--- config.mk ---
export PLATFORM = sky130hd
export DESIGN_NAME = wb_regfile
export DESIGN_NICKNAME = d
export VERILOG_FILES = /design/src/rtl/wb_regfile.sv
export SDC_FILE = /design/constraint.sdc
export NUM_CORES = 2
export LEC_CHECK = 0
export CAP_MARGIN = 20
export CELL_PAD_IN_SITES_DETAIL_PLACEMENT = 1
export CELL_PAD_IN_SITES_GLOBAL_PLACEMENT = 1
export CORE_UTILIZATION = 48
export DETAILED_ROUTE_END_ITERATION = 6
export PLACE_DENSITY_LB_ADDON = 0.2
export SYNTH_ARGS = -nofsm -noshare
export SYNTH_HDL_FRONTEND = slang
export SYNTH_SLANG_ARGS = --single-unit
--- constraint.sdc ---
create_clock -name clk -period 6 [get_ports clk]
set_input_delay 1.8 -clock clk [delete_from_list [all_inputs] [get_ports clk]]
set_output_delay 1.8 -clock clk [all_outputs]
set_load 0.005 [all_outputs]
--- src/rtl/wb_regfile.sv ---
// Writeback-side register file: EX/MEM and MEM/WB pipeline registers, a 32x32 array, and two forwarding read ports.
// Optional macro REGFILE_EX_FWD_EN adds forwarding from the live EX inputs to the read ports.
module wb_regfile_rdport #(
  parameter int REG_NUM = 32,
  parameter int DATA_W  = 32,
  parameter int ADDR_W  = 5
) (
  input  logic                            re_i,
  input  logic [ADDR_W-1:0]               raddr_i,
`ifdef REGFILE_EX_FWD_EN
  input  logic                            ex_wreg_i,
  input  logic [ADDR_W-1:0]               ex_addr_i,
  input  logic [DATA_W-1:0]               ex_data_i,
`endif
  input  logic                            em_wreg_i,
  input  logic [ADDR_W-1:0]               em_addr_i,
  input  logic [DATA_W-1:0]               em_data_i,
  input  logic                            mw_wreg_i,
  input  logic [ADDR_W-1:0]               mw_addr_i,
  input  logic [DATA_W-1:0]               mw_data_i,
  input  logic [REG_NUM-1:0][DATA_W-1:0]  regs_i,
  output logic [DATA_W-1:0]               rdata_o
);
  // Youngest matching stage wins; r0 reads zero even with a pending write to it.
  always_comb begin
    rdata_o = '0;
    if (!re_i || raddr_i == '0) rdata_o = '0;
`ifdef REGFILE_EX_FWD_EN
    else if (ex_wreg_i && ex_addr_i == raddr_i) rdata_o = ex_data_i;
`endif
    else if (em_wreg_i && em_addr_i == raddr_i) rdata_o = em_data_i;
    else if (mw_wreg_i && mw_addr_i == raddr_i) rdata_o = mw_data_i;
    else rdata_o = regs_i[raddr_i];
  end
endmodule

module wb_regfile #(
  parameter int REG_NUM = 32,
  parameter int DATA_W  = 32,
  parameter int ADDR_W  = 5
) (
  input  logic              clk,
  input  logic              rst,
  input  logic [ADDR_W-1:0] ex_wd_addr_i,
  input  logic              ex_wreg_i,
  input  logic [DATA_W-1:0] ex_wdata_i,
  input  logic [1:0]        stall_i,
  input  logic              flush_i,
  input  logic              re1_i,
  input  logic [ADDR_W-1:0] raddr1_i,
  output logic [DATA_W-1:0] rdata1_o,
  input  logic              re2_i,
  input  logic [ADDR_W-1:0] raddr2_i,
  output logic [DATA_W-1:0] rdata2_o,
  output logic [ADDR_W-1:0] wb_wd_addr_o,
  output logic              wb_wreg_o,
  output logic [DATA_W-1:0] wb_wdata_o
);
  localparam int NUM_RP = 2;

  typedef struct packed {
    logic              wreg;
    logic [ADDR_W-1:0] addr;
    logic [DATA_W-1:0] data;
  } ent_t;

  ent_t em_d, em_q, mw_d, mw_q, ex_ent;
  logic [REG_NUM-1:0][DATA_W-1:0] regs_q;

  assign ex_ent = '{wreg: ex_wreg_i, addr: ex_wd_addr_i, data: ex_wdata_i};

  // Any stall bit freezes EX/MEM, so 2'b10 behaves as 2'b11.
  always_comb begin
    em_d = em_q;
    if (flush_i)        em_d = '0;
    else if (|stall_i)  em_d = em_q;
    else                em_d = ex_ent;
  end

  // A stall on EX/MEM alone drains a bubble into MEM/WB rather than duplicating the entry.
  always_comb begin
    mw_d = mw_q;
    if (flush_i)          mw_d = '0;
    else if (stall_i[1])  mw_d = mw_q;
    else if (stall_i[0])  mw_d = '0;
    else                  mw_d = em_q;
  end

  always_ff @(posedge clk) begin
    if (rst) begin
      em_q <= '0;
      mw_q <= '0;
    end else begin
      em_q <= em_d;
      mw_q <= mw_d;
    end
  end

  // Commit ignores flush and stall; a held MEM/WB entry just rewrites the same value.
  always_ff @(posedge clk) begin
    if (rst)                                  regs_q <= '0;
    else if (mw_q.wreg && mw_q.addr != '0)    regs_q[mw_q.addr] <= mw_q.data;
  end

  logic [NUM_RP-1:0]             rp_re;
  logic [NUM_RP-1:0][ADDR_W-1:0] rp_addr;
  logic [NUM_RP-1:0][DATA_W-1:0] rp_data;

  assign rp_re   = {re2_i, re1_i};
  assign rp_addr = {raddr2_i, raddr1_i};
  assign rdata1_o = rp_data[0];
  assign rdata2_o = rp_data[1];

  for (genvar p = 0; p < NUM_RP; p++) begin : g_rp
    wb_regfile_rdport #(.REG_NUM(REG_NUM), .DATA_W(DATA_W), .ADDR_W(ADDR_W)) u_rp (
      .re_i      (rp_re[p]),
      .raddr_i   (rp_addr[p]),
`ifdef REGFILE_EX_FWD_EN
      .ex_wreg_i (ex_wreg_i),
      .ex_addr_i (ex_wd_addr_i),
      .ex_data_i (ex_wdata_i),
`endif
      .em_wreg_i (em_q.wreg),
      .em_addr_i (em_q.addr),
      .em_data_i (em_q.data),
      .mw_wreg_i (mw_q.wreg),
      .mw_addr_i (mw_q.addr),
      .mw_data_i (mw_q.data),
      .regs_i    (regs_q),
      .rdata_o   (rp_data[p])
    );
  end

  assign wb_wd_addr_o = mw_q.addr;
  assign wb_wreg_o    = mw_q.wreg;
  assign wb_wdata_o   = mw_q.data;
endmodule

# After elaboration in Yosys (flattened, before gate mapping)
# Index checks and enable logic that the tools add are counted.
# word_totals
inputBits	55
output_inout_bits	102
word_cells	75
ff_bits	1100
# op_classes
mux	14
n_lt_le_gt_ge	4
n_reduce_logical	15
n_eq_ne	4
# ops
cell	n
$bwmux W1024	1
$bmux W32 S5	2
$mux W32	9
$demux W32 S5	1
$mux W38	1
$eq A5 B5 Y1	4
$lt A5 B6 Y1 const B	3
$logic_not A5 Y1	2
$logic_and A1 B1 Y1	6
$ge A5 B1 Y1 const B	1
$reduce_bool A5 Y1	1
$reduce_or A2 Y1	2
$logic_not A1 Y1	2
$logic_or A1 B1 Y1	2

# Depth between registers and ports, before layout
# logic_depth
ltp_word	5
ltp_mapped	10
ltp_nobuf	5

# By module
# Synthesis repeated with hierarchy kept, for this count alone.
# hier_totals
cells_unflattened	5338
hier_area_um2	60377.9
# modules_own_cells
mod	area_per_inst_um2	instances	seq_area_each_um2	cells_each
wb_regfile	41469.8	1	22021.1	3732
wb_regfile_rdport	9454.1	2	0.0	803

# Worst setup path before layout
# No wires, ideal clock.
# synth_timing
kind	input to output
from	input port raddr2_i[1]
to	output port rdata2_o[13]
setup_slack_ns	0.482
cell_stages	7
arrival_ns	3.718
path_cell_list	buf_2 -> buf_2 -> clkbuf_1 -> mux4_2 -> mux4_2 -> a2111oi_1 -> nor3_1
# synth_via
elab_chain_cells	5
word_cells_on_any_way	11
# synth_lines
element	line	text
from (decl)	53	input logic [ADDR_W-1:0] raddr2_i,
$bmux W32 S5 / $eq A5 B5 Y1 (equally long branches)	33, 32	
$mux W32 (implied by the code) / $logic_and A1 B1 Y1 (equally long branches)	33, 32	
$mux W32	32	else if (mw_wreg_i && mw_addr_i == raddr_i) rdata_o = mw_data_i;
$mux W32	31	else if (em_wreg_i && em_addr_i == raddr_i) rdata_o = em_data_i;
$mux W32 (*)	27	if (!re_i || raddr_i == '0) rdata_o = '0;
to (decl)	54	output logic [DATA_W-1:0] rdata2_o,
# Every way passes the cells marked *; elsewhere a longest branch is shown, timed or not. The select of a mux whose other input is x is not followed.

# Worst setup path after layout
# layout_timing
from	input port raddr2_i[0]
to	output port rdata2_o[16]
# Same word-level chain as after synthesis.

==> flow_summary.ini <==
[status]
run_status = finished with violations
violations_in_the_final_reports = design-rule violations, negative setup slack

[synth]
synthTopCellsByCount = sky130_fd_sc_hd__nand2_1, sky130_fd_sc_hd__dfxtp_1, sky130_fd_sc_hd__a21oi_1
syn_std_cell_area_um2 = 55100
yosys_most_used_dff = sky130_fd_sc_hd__dfxtp_1
netlist_instances = 6291
synth.top_cells.by_area = sky130_fd_sc_hd__dfxtp_1, sky130_fd_sc_hd__mux4_2, sky130_fd_sc_hd__nand2_1, sky130_fd_sc_hd__a21oi_1, sky130_fd_sc_hd__clkbuf_1
synth_enable_flop_cells = 0
synth.most_common_cell = sky130_fd_sc_hd__nand2_1
postSynthAreaPerCell_um2 = 8.76
ys_seq_area_share_pct = 40.0
synth.largest_area_cell = sky130_fd_sc_hd__dfxtp_1
yosys_top_cell_area_share_pct = 40.0
synth_nets = 6346
netlist-cell-type-count = 55
async_reset_ff_share_pct = 0
yosys_register_bits = 1100
warnings_from_yosys = 0

[floorplanning]
floorplan.initialDensity_pct = 48.7
core_um2 = 113000
fp.dieArea_um2 = 116000
ios = 157
die_w_um = 341
fp-row-count = 123
die-height_um = 341

[finish]
n_fill_cell = 12400
area_growth_syn_to_layout_pct = 25.2
final_design_area_excluding_fillers_um2 = 69000
instances_no_fill = 8136
num-nets-final = 6582
drive_above_1_share_pct = 25.0

[timing]
max_clock_freq_ghz = 0.158
final.period_utilization_pct = 105
setup_repair_after_global_routing_missed_its_margin = yes
tightest_slew_ns = 1.17
timing_hold_violations_final = 0
layout_min_cycle_time_ns = 6.33
setup_viol = 17
max_slew_margin_pct = 21.7
drv_slew = 0
worst_clock_skew_ns = 0.0339
final_critical_path_setup_slack_ns = -0.326

[critical_path]
critical_path.reg2reg.startpoint = wb_wreg_o
critical_path_peak_fanout = 7
critical_path_required_ns = 4.20
worstPathArrival_ns = 4.53
ff2ff_setup_slack_ns = 2.57
ff_to_ff_path_depth = 5
criticalPathCategory = in2out
crit-reg2reg-capture = regs_q[470]
endpoint_kind = output port
timing.critical_path.from_type = primary input

[global_route]
grt.total_usage_pct = 48.1
antenna_violations_before_repair = 19
grt_remaining_overflow = 0
vias_in_the_first_global_route = 58900
grt_pass1_wl_um = 406000
grt_start_max_net_pins = 206

[worst_hold_path]
hold_depth = 2
hp-start = regs_q[859]
min_delay_worst_endpoint = regs_q[859]
hold_class = reg2reg

[clock_network]
cts_made_buffers = 118
cts_tree = done
cts.sink_count = 1100
htree_num_levels = 3
clock_tree.buffer_depth = 3
count_of_hold_buffers_inserted_by_post_cts_repair = 0
cts.clk_slew.worst_paths_ns = 0.06
ctsRootBufferMaster = sky130_fd_sc_hd__clkbuf_16
insertion_delay_ns = 0.78

[placed_design]
placedCellCount = 7792
gp_congestion = 1.01
place.port_buffers = 156
detailed_place.area_um2 = 61100
dpl_wire_length_um = 165000

[power_and_ir_drop]
vdd.ir_drop.worst_uv = 250
power.density_nw_per_um2 = 244
p_leak_nw = 23.3

[routing]
post-route-drc-count = 37
drt_iter0_drc = 8197
vias_per_cell = 7.08
wl_um = 290000
antenna_violating_nets_post_route = 0
detailroute.via_count = 57600
wire_per_inst_um = 35.6
dr.pass1.iters = 7

[job]
max-cap-violations = 0
-- how the worst max path moves through the flow --
stage                     start      endpoint  slack, ns  cells after the start
floorplan           raddr2_i[1]  rdata2_o[13]       0.48                      7
global placement    raddr2_i[0]  rdata2_o[20]      -1.06                      9
detailed placement  raddr2_i[0]  rdata2_o[16]      -0.86                     11
CTS                 raddr2_i[0]  rdata2_o[11]      -0.20                      8
global route        raddr2_i[0]   rdata2_o[5]      -0.24                     10
finish              raddr2_i[0]  rdata2_o[16]      -0.33                     11
-- sequential cells by signal, indices dropped and copies added, names as in the netlist --
register      flops
em_q             38
regs_q         1024
wb_wd_addr_o      5
wb_wdata_o       32
wb_wreg_o         1
-- worst max-delay path: stages --
cell and delay, ns:
sky130_fd_sc_hd__buf_16 0.12, sky130_fd_sc_hd__buf_12 0.18, sky130_fd_sc_hd__buf_12 0.12, sky130_fd_sc_hd__buf_4 0.12
sky130_fd_sc_hd__mux4_2 0.53, sky130_fd_sc_hd__a22oi_2 0.26, sky130_fd_sc_hd__a21oi_4 0.12, sky130_fd_sc_hd__a2111oi_4 0.77
sky130_fd_sc_hd__buf_4 0.26, sky130_fd_sc_hd__nor3_2 0.06, sky130_fd_sc_hd__buf_2 0.14
-- repair_timing --
action,in CTS,in global routing
resized for setup,395,167
endpoints found under the hold margin,0,0
endpoints found under the setup margin,64,48
pin swaps,45,44
setup buffers,58,54
gates cloned,12,5
-- through the flow --
| stage | utilization, % | power (W) | setup TNS, ns | hold WS, ns | setup slack (ns) |
|---|---|---|---|---|---|
| 2_1_floorplan | - | 0.00805 | 0 | 0.443 | 0.482 |
| 3_3_place_gp | 53.9 | 0.00864 | -26.44 | 0.449 | -1.06 |
| 3_5_place_dp | 54.0 | 0.00866 | -27.18 | 0.459 | -0.860 |
| 4_1_cts | 60.0 | 0.0166 | -0.928 | 0.468 | -0.200 |
| 5_1_grt | 61.0 | 0.0171 | -1.23 | 0.485 | -0.238 |
| 6_report | 61.0 | 0.0168 | -1.58 | 0.467 | -0.326 |
-- cell families (layout without fill, tap and decap cells) --
| group | count (synthesis) | in the layout | synth area share, % |
|---|---|---|---|
| and+or+nand+nor | 2323 | 2323 | 16.4 |
| AOI/OAI and AO/OA | 1494 | 1494 | 15.7 |
| DFF | 1100 | 1100 | 40.0 |
| buffers and inverters | 692 | 1025 | 5.13 |
| muxes | 662 | 662 | 22.4 |
| xor gates and xnor gates | 20 | 20 | 0.318 |
| other | 0 | 12 | 0 |
-- per-layer routing --
metal	vias up	wire length (um)	GRT usage, %
li1	22600	-	-
met1	28600	94800	54.2
met2	4467	122000	70.8
met3	1813	41000	18.7
met4	20	31300	42.0
met5	-	365	0.531
-- power breakdown --
group	total (W)	switching (W)	internal (W)
Combinational	0.00150	0.000886	0.000614
Clock	0.00799	0.00337	0.00462
Sequential	0.00732	0.0000148	0.00731
Total	0.0168	0.00427	0.0125
-- cell type report --
| class | count | area, um^2 | share of cell area, % |
|---|---|---|---|
| Clock inverter | 47 | 677 | 0.981 |
| Timing Repair Buffer | 808 | 8550 | 12.4 |
| Multi-Input combinational cell | 4499 | 32300 | 46.9 |
| Tap cell | 1500 | 1880 | 2.72 |
| Antenna cell | 12 | 30.0 | 0.0435 |
| Sequential cell | 1100 | 22000 | 31.9 |
| Clock buffer | 170 | 3480 | 5.05 |
-- layout by cell type, fill, tap and decap left out, types with 78 or more instances in the layout --
cell type / n
sky130_fd_sc_hd__a21oi_1: 1050
sky130_fd_sc_hd__a22oi_1: 78
sky130_fd_sc_hd__buf_12: 97
sky130_fd_sc_hd__buf_4: 465
sky130_fd_sc_hd__clkbuf_16: 125
sky130_fd_sc_hd__clkdlybuf4s50_1: 81
sky130_fd_sc_hd__dfxtp_1: 1098
sky130_fd_sc_hd__mux2i_1: 160
sky130_fd_sc_hd__mux4_2: 454
sky130_fd_sc_hd__nand2_1: 2079
Power figures use the tool's default switching activity.
